**src/rtl/gpio_input_conditioner.sv**
```systemverilog
// gpio_input_conditioner
// Conditions slide-switch and push-button pins for the MicroBlaze GPIO inputs.
// Each channel gets polarity correction, a two-flop synchroniser, a
// counter-based debouncer, one-cycle rise/fall strobes and a sticky event bit
// that software clears through clear_mask.
module gpio_input_conditioner #(
    parameter int              N_CH            = 20,
    parameter int              DEBOUNCE_CYCLES = 1_000_000,
    parameter logic [N_CH-1:0] INVERT_MASK     = '0
) (
    input  logic            clk,
    input  logic            reset,
    input  logic [N_CH-1:0] raw_in,
    input  logic [N_CH-1:0] clear_mask,
    output logic [N_CH-1:0] level_out,
    output logic [N_CH-1:0] rise_pulse,
    output logic [N_CH-1:0] fall_pulse,
    output logic [N_CH-1:0] event_sticky,
    output logic            any_event
);

    // DEBOUNCE_CYCLES-1 always fits in $clog2(DEBOUNCE_CYCLES) bits, so the
    // counter can reach its terminal value without ever wrapping.
    localparam int            CW      = $clog2(DEBOUNCE_CYCLES);
    localparam logic [CW-1:0] CNT_MAX = CW'(DEBOUNCE_CYCLES - 1);

    logic [N_CH-1:0] s1_q, s1_d;
    logic [N_CH-1:0] s2_q, s2_d;
    logic [N_CH-1:0] level_q, level_d;
    logic [N_CH-1:0] rise_q, rise_d;
    logic [N_CH-1:0] fall_q, fall_d;
    logic [N_CH-1:0] sticky_q, sticky_d;
    logic [CW-1:0]   cnt_q [N_CH];
    logic [CW-1:0]   cnt_d [N_CH];

    // Next-state logic: synchroniser shift, per-channel debounce, edge strobes
    // derived from the level toggle, and sticky set-over-clear.
    always_comb begin
        s1_d    = raw_in ^ INVERT_MASK;
        s2_d    = s1_q;
        level_d = level_q;
        rise_d  = '0;
        fall_d  = '0;
        for (int i = 0; i < N_CH; i++) begin
            cnt_d[i] = '0;
            if (s2_q[i] != level_q[i]) begin
                if (cnt_q[i] == CNT_MAX) begin
                    level_d[i] = ~level_q[i];
                    rise_d[i]  = ~level_q[i];
                    fall_d[i]  = level_q[i];
                end else begin
                    cnt_d[i] = cnt_q[i] + CW'(1);
                end
            end
        end
        sticky_d = rise_d | fall_d | (sticky_q & ~clear_mask);
    end

    // State registers; reset is a plain synchronous load that discards any
    // partial debounce count.
    always_ff @(posedge clk) begin
        if (reset) begin
            s1_q     <= '0;
            s2_q     <= '0;
            level_q  <= '0;
            rise_q   <= '0;
            fall_q   <= '0;
            sticky_q <= '0;
            for (int i = 0; i < N_CH; i++) begin
                cnt_q[i] <= '0;
            end
        end else begin
            s1_q     <= s1_d;
            s2_q     <= s2_d;
            level_q  <= level_d;
            rise_q   <= rise_d;
            fall_q   <= fall_d;
            sticky_q <= sticky_d;
            for (int i = 0; i < N_CH; i++) begin
                cnt_q[i] <= cnt_d[i];
            end
        end
    end

    assign level_out    = level_q;
    assign rise_pulse   = rise_q;
    assign fall_pulse   = fall_q;
    assign event_sticky = sticky_q;
    assign any_event    = |sticky_q;

endmodule

```
**config.mk**
```make
export PLATFORM = sky130hd
export DESIGN_NAME = gpio_input_conditioner
export DESIGN_NICKNAME = d
export VERILOG_FILES = /design/src/rtl/gpio_input_conditioner.sv
export SDC_FILE = /design/constraint.sdc
export NUM_CORES = 1
export LEC_CHECK = 0
export BUFFER_PORTS_ARGS = -buffer_cell sky130_fd_sc_hd__buf_2
export CAP_MARGIN = 20
export CORE_MARGIN = 2
export CORE_UTILIZATION = 64
export CTS_CLUSTER_SIZE = 40
export DETAILED_ROUTE_END_ITERATION = 7
export GPL_TIMING_DRIVEN = 1
export PLACE_DENSITY = 0.83
export REMOVE_ABC_BUFFERS = 1
export SLEW_MARGIN = 20
export SYNTH_ARGS = -nofsm -noshare
export SYNTH_HDL_FRONTEND = slang
export SYNTH_SLANG_ARGS = --single-unit
```
**constraint.sdc**
```tcl
create_clock -name clk -period 4.4 [get_ports clk]
set_input_delay 0.66 -clock clk [delete_from_list [all_inputs] [get_ports clk]]
set_output_delay 0.66 -clock clk [all_outputs]
set_load 0.05 [all_outputs]
```
==> results by group <==
Layout
  – Area grow syn2layout: 12.24%
  – Share of cells above drive strength 1: 0.09631
  – Final Net Count: 2,678
  – Fin util: 0.7252

Clock network
  – Hold_buf cts: 0
  – Worst-path clk slew: approximately 60 ps
  – CTS Sinks: 520
  – Htree depth: 2
  – CTS tree: done
  – Setup bufs post-CTS: 0
  – CTS Buf Count: 52
  – Post-cts resize count: 0
  – Worst-Skew Late Latency: ~600 ps
  – Clk buf depth: 3
  – Root Buffer: clkbuf_16

Synthesis
  – Xor and xnor area share after synthesis: 0.09884
  – Post-synthesis mux area share: 0
  – Count of cell types in the netlist: between 50 and 60
  – Adder-Cell Fraction of Synth Area: 0.01130
  – YS warnings: 0
  – EDFF count, synth: 0
  – Post-Synth Simple-Gate Area: 0.3030
  – Main combinational cell family by area after synthesis: simple AND/OR/NAND/NOR gates
  – Ys flop type: dfxtp_1
  – Async set-reset flop share out of synthesis: 0
  – Syn Area/Cell: roughly 8.8 µm²
  – Synth Cell Area: 0.02215 mm²
  – FF+latch count, synth: 520
  – Sequential fraction of the synthesis area: 0.4699
  – Synth Area in Compound Gates: 0.08896
  – Mapped Cells: 2,512

Job
  – Max-cap violations: 0

Power
  – Logic pwr share: 0.012
  – Internal power: ~7.4 mW
  – Clk pwr share: 0.481
  – Net Sw Frac: 0.2063
  – Peak VDD IR: between 300 and 400 µV
  – Flop pwr share: 0.507
  – Leakage: 7.920 nW
  – Power Dens Cells: 376.1 mW/mm²
  – Sw power: between 1.5 and 2 mW
  – Pwr Total: slightly above 9 mW

STA
  – Final setup margin: between 1500 and 2000 ps
  – Max Fclk: 391.5 MHz
  – Max-slew violations: 0
  – Tmin final: about 2600 ps
  – Setup TNS Final: 0 ps
  – Worst hold slack: approximately 260 ps
  – Final Setup Violations: 0
  – RSZ-0062 raised after global routing: no
  – Tcrit/Tclk final: 0.5805
  – Rel. slew slack: 0.4190
  – Clock skew: 18.80 ps
  – Worst-margin pin slew: 867.7 ps
  – Final Hold Fails: 0

Die
  – Total core area: around 0.034 mm²
  – Die Wd: approximately 190 µm
  – Top Ports: between 100 and 150
  – Rows: slightly below 70
  – Die area: ~0.036 mm²
  – Die height: roughly 190 µm
  – Starting Density: 0.6461

Worst setup path
  – CP Launch Point: event_sticky[7]
  – Worst reg2reg setup slack: about 1900 ps
  – CP endpoint kind: primary output
  – Critical path peak fanout: 3
  – Worst EP arrival: around 1900 ps
  – Worst path cell trace: nor4_1 > buf_4 > and3_1 > nand3_1 > buf_2
  – Reg2reg start: cnt_q[3][53]
  – CP max stage delay: 350 ps
  – Startpoint types: flop
  – CP Class: reg -> out
  – Req. time, crit path: approximately 3700 ps
  – CP top delay family: simple AND/OR/NAND/NOR gates
  – CP Buf/Inv Count: 2
  – CP max stage cell: dfxtp_1

Route
  – Via count: about 18k
  – Post-route ant nets: 0
  – Final wirelength: approximately 47,000 µm
  – DRC viols: 0
  – Drt first pass iters: 5
  – Starting DRT DRC Count: approximately 1.1k
  – Drt wl/cell: 15.08 µm
  – Drt via density: roughly 5.9

Placed design
  – Setup WS pre-CTS: 1899 ps
  – # port buffers: roughly 120
  – Placer Congestion: 0.8428
  – DP HPWL: roughly 32,000 µm

Run status
  – Status: finished, final reports clean

GRT
  – Grt total ovfl: 0
  – Largest net degree at the start of global routing: 64
  – Global-route wire length before repair: 78,870 µm
  – Via count of the first global-routing pass: between 15k and 20k
  – Initial antenna violation count: 2
  – GRT Total Usage: 0.2560

Worst hold path
  – Hold Startpoint: clear_mask[19]
  – Hold WC Path Type: in -> reg
registers in the layout (all words and copies together), names as in the netlist:
register      count
s1_q             20
fall_pulse       20
level_out        20
s2_q             20
cnt_q           400
rise_pulse       20
event_sticky     20
path summary, 6_finish.rpt:
kind / depth (start not counted) / to
min reg2reg: 1 / s2_q[8]
max: 5 / any_event
min: 2 / event_sticky[19]
max reg2reg: 5 / cnt_q[3][53]
final cells by class:
type | count | area, µm²
Multi-Input combinational cell | 1838 | 11130
Sequential cell | 520 | 10410
Fill cell | 2538 | 9424
Clock buffer | 73 | 1521
Timing Repair Buffer | 136 | 730.7
Tap cell | 455 | 569.3
Inverter | 68 | 255.2
Clock inverter | 23 | 240.2
Antenna cell | 1 | 2.502
routing by layer:
metal	routed length, µm	GRT usage	up-vias
met5	9	0	-
met4	1519	0.1151	2
met3	2584	0.05350	107
met2	22670	0.4415	425
met1	20180	0.3074	8685
li1	-	-	9164
metrics by stage:
step	std cells	cell area, µm²
2_1_floorplan	2426	21790
3_3_place_gp	3017	23090
3_5_place_dp	3017	23100
4_1_cts	3113	24860
5_1_grt	3114	24860
6_report	3114	24860
cell families (layout without fill, tap and decap cells):
family                   after synthesis  count (layout)
flip-flops                           520             520
adder cells (fa/ha/maj)               20              20
XOR/XNOR                             250             250
other                                  0               1
AO/OA/AOI/OAI                        340             340
AND/OR/NAND/NOR                     1228            1228
buffers and inverters                154             300
power groups by stage:
stage                     Combinational (mW)  Clock, mW  Sequential [mW]
after detailed placement               0.112          0             4.85
after global routing                   0.126       4.78             4.74
after CTS                              0.113       4.58             4.74
after floorplan                       0.0538          0             4.84
final                                  0.112       4.49             4.74
after global placement                 0.108          0             4.85
cells in the final DEF (no fill, tap or decap), types with 6 or more instances in the layout:
| cell type | n |
|---|---|
| dfxtp_1 | 520 |
| nor2_1 | 327 |
| a21oi_1 | 157 |
| nand3_1 | 152 |
| xnor2_1 | 147 |
| nand2_1 | 137 |
| buf_2 | 121 |
| xor2_1 | 103 |
| o21ai_0 | 92 |
| or3_1 | 92 |
| nand4_1 | 89 |
| or4_1 | 87 |
| inv_1 | 68 |
| o31ai_1 | 56 |
| clkbuf_16 | 53 |
| and3_1 | 49 |
| nor4_1 | 48 |
| nor2b_1 | 43 |
| nor3_1 | 42 |
| nor4b_1 | 35 |
| and2_1 | 32 |
| and4_1 | 31 |
| ha_1 | 20 |
| buf_4 | 14 |
| clkbuf_8 | 12 |
| clkinv_2 | 11 |
| a22o_1 | 10 |
| and3b_1 | 9 |
| o21ai_1 | 9 |
| nand2b_1 | 9 |
| or2_2 | 9 |
| clkbuf_1 | 8 |
| or4b_1 | 7 |
| or4b_2 | 6 |
Yosys cell counts (4+ instances only):
master / number / share of area
nor4_1: 48 / 0.014
or2_2: 9 / 0.0025
xnor2_1: 147 / 0.058
o31ai_1: 57 / 0.019
or4_1: 87 / 0.029
nor3b_1: 4 / 0.0014
clkbuf_1: 64 / 0.011
and3_1: 49 / 0.014
nand2_1: 137 / 0.023
ha_1: 20 / 0.011
nor3_1: 42 / 0.0095
or4b_1: 7 / 0.0032
and2_1: 32 / 0.0090
o21ai_1: 7 / 0.0016
o21ai_4: 4 / 0.0029
or4b_2: 6 / 0.0027
xor2_1: 103 / 0.041
dfxtp_1: 520 / 0.47
or4bb_1: 4 / 0.0020
nand2b_1: 9 / 0.0025
nor2_1: 327 / 0.055
buf_1: 4 / 0.00068
a21oi_1: 157 / 0.035
and3b_1: 9 / 0.0036
inv_1: 68 / 0.012
a22o_1: 10 / 0.0040
nor4b_1: 35 / 0.014
buf_2: 13 / 0.0029
nand3_1: 152 / 0.034
nor2b_1: 43 / 0.012
or3_1: 92 / 0.026
and4_1: 31 / 0.012
nand4_1: 89 / 0.025
o21ai_0: 96 / 0.022
Power figures use the tool's default switching activity.
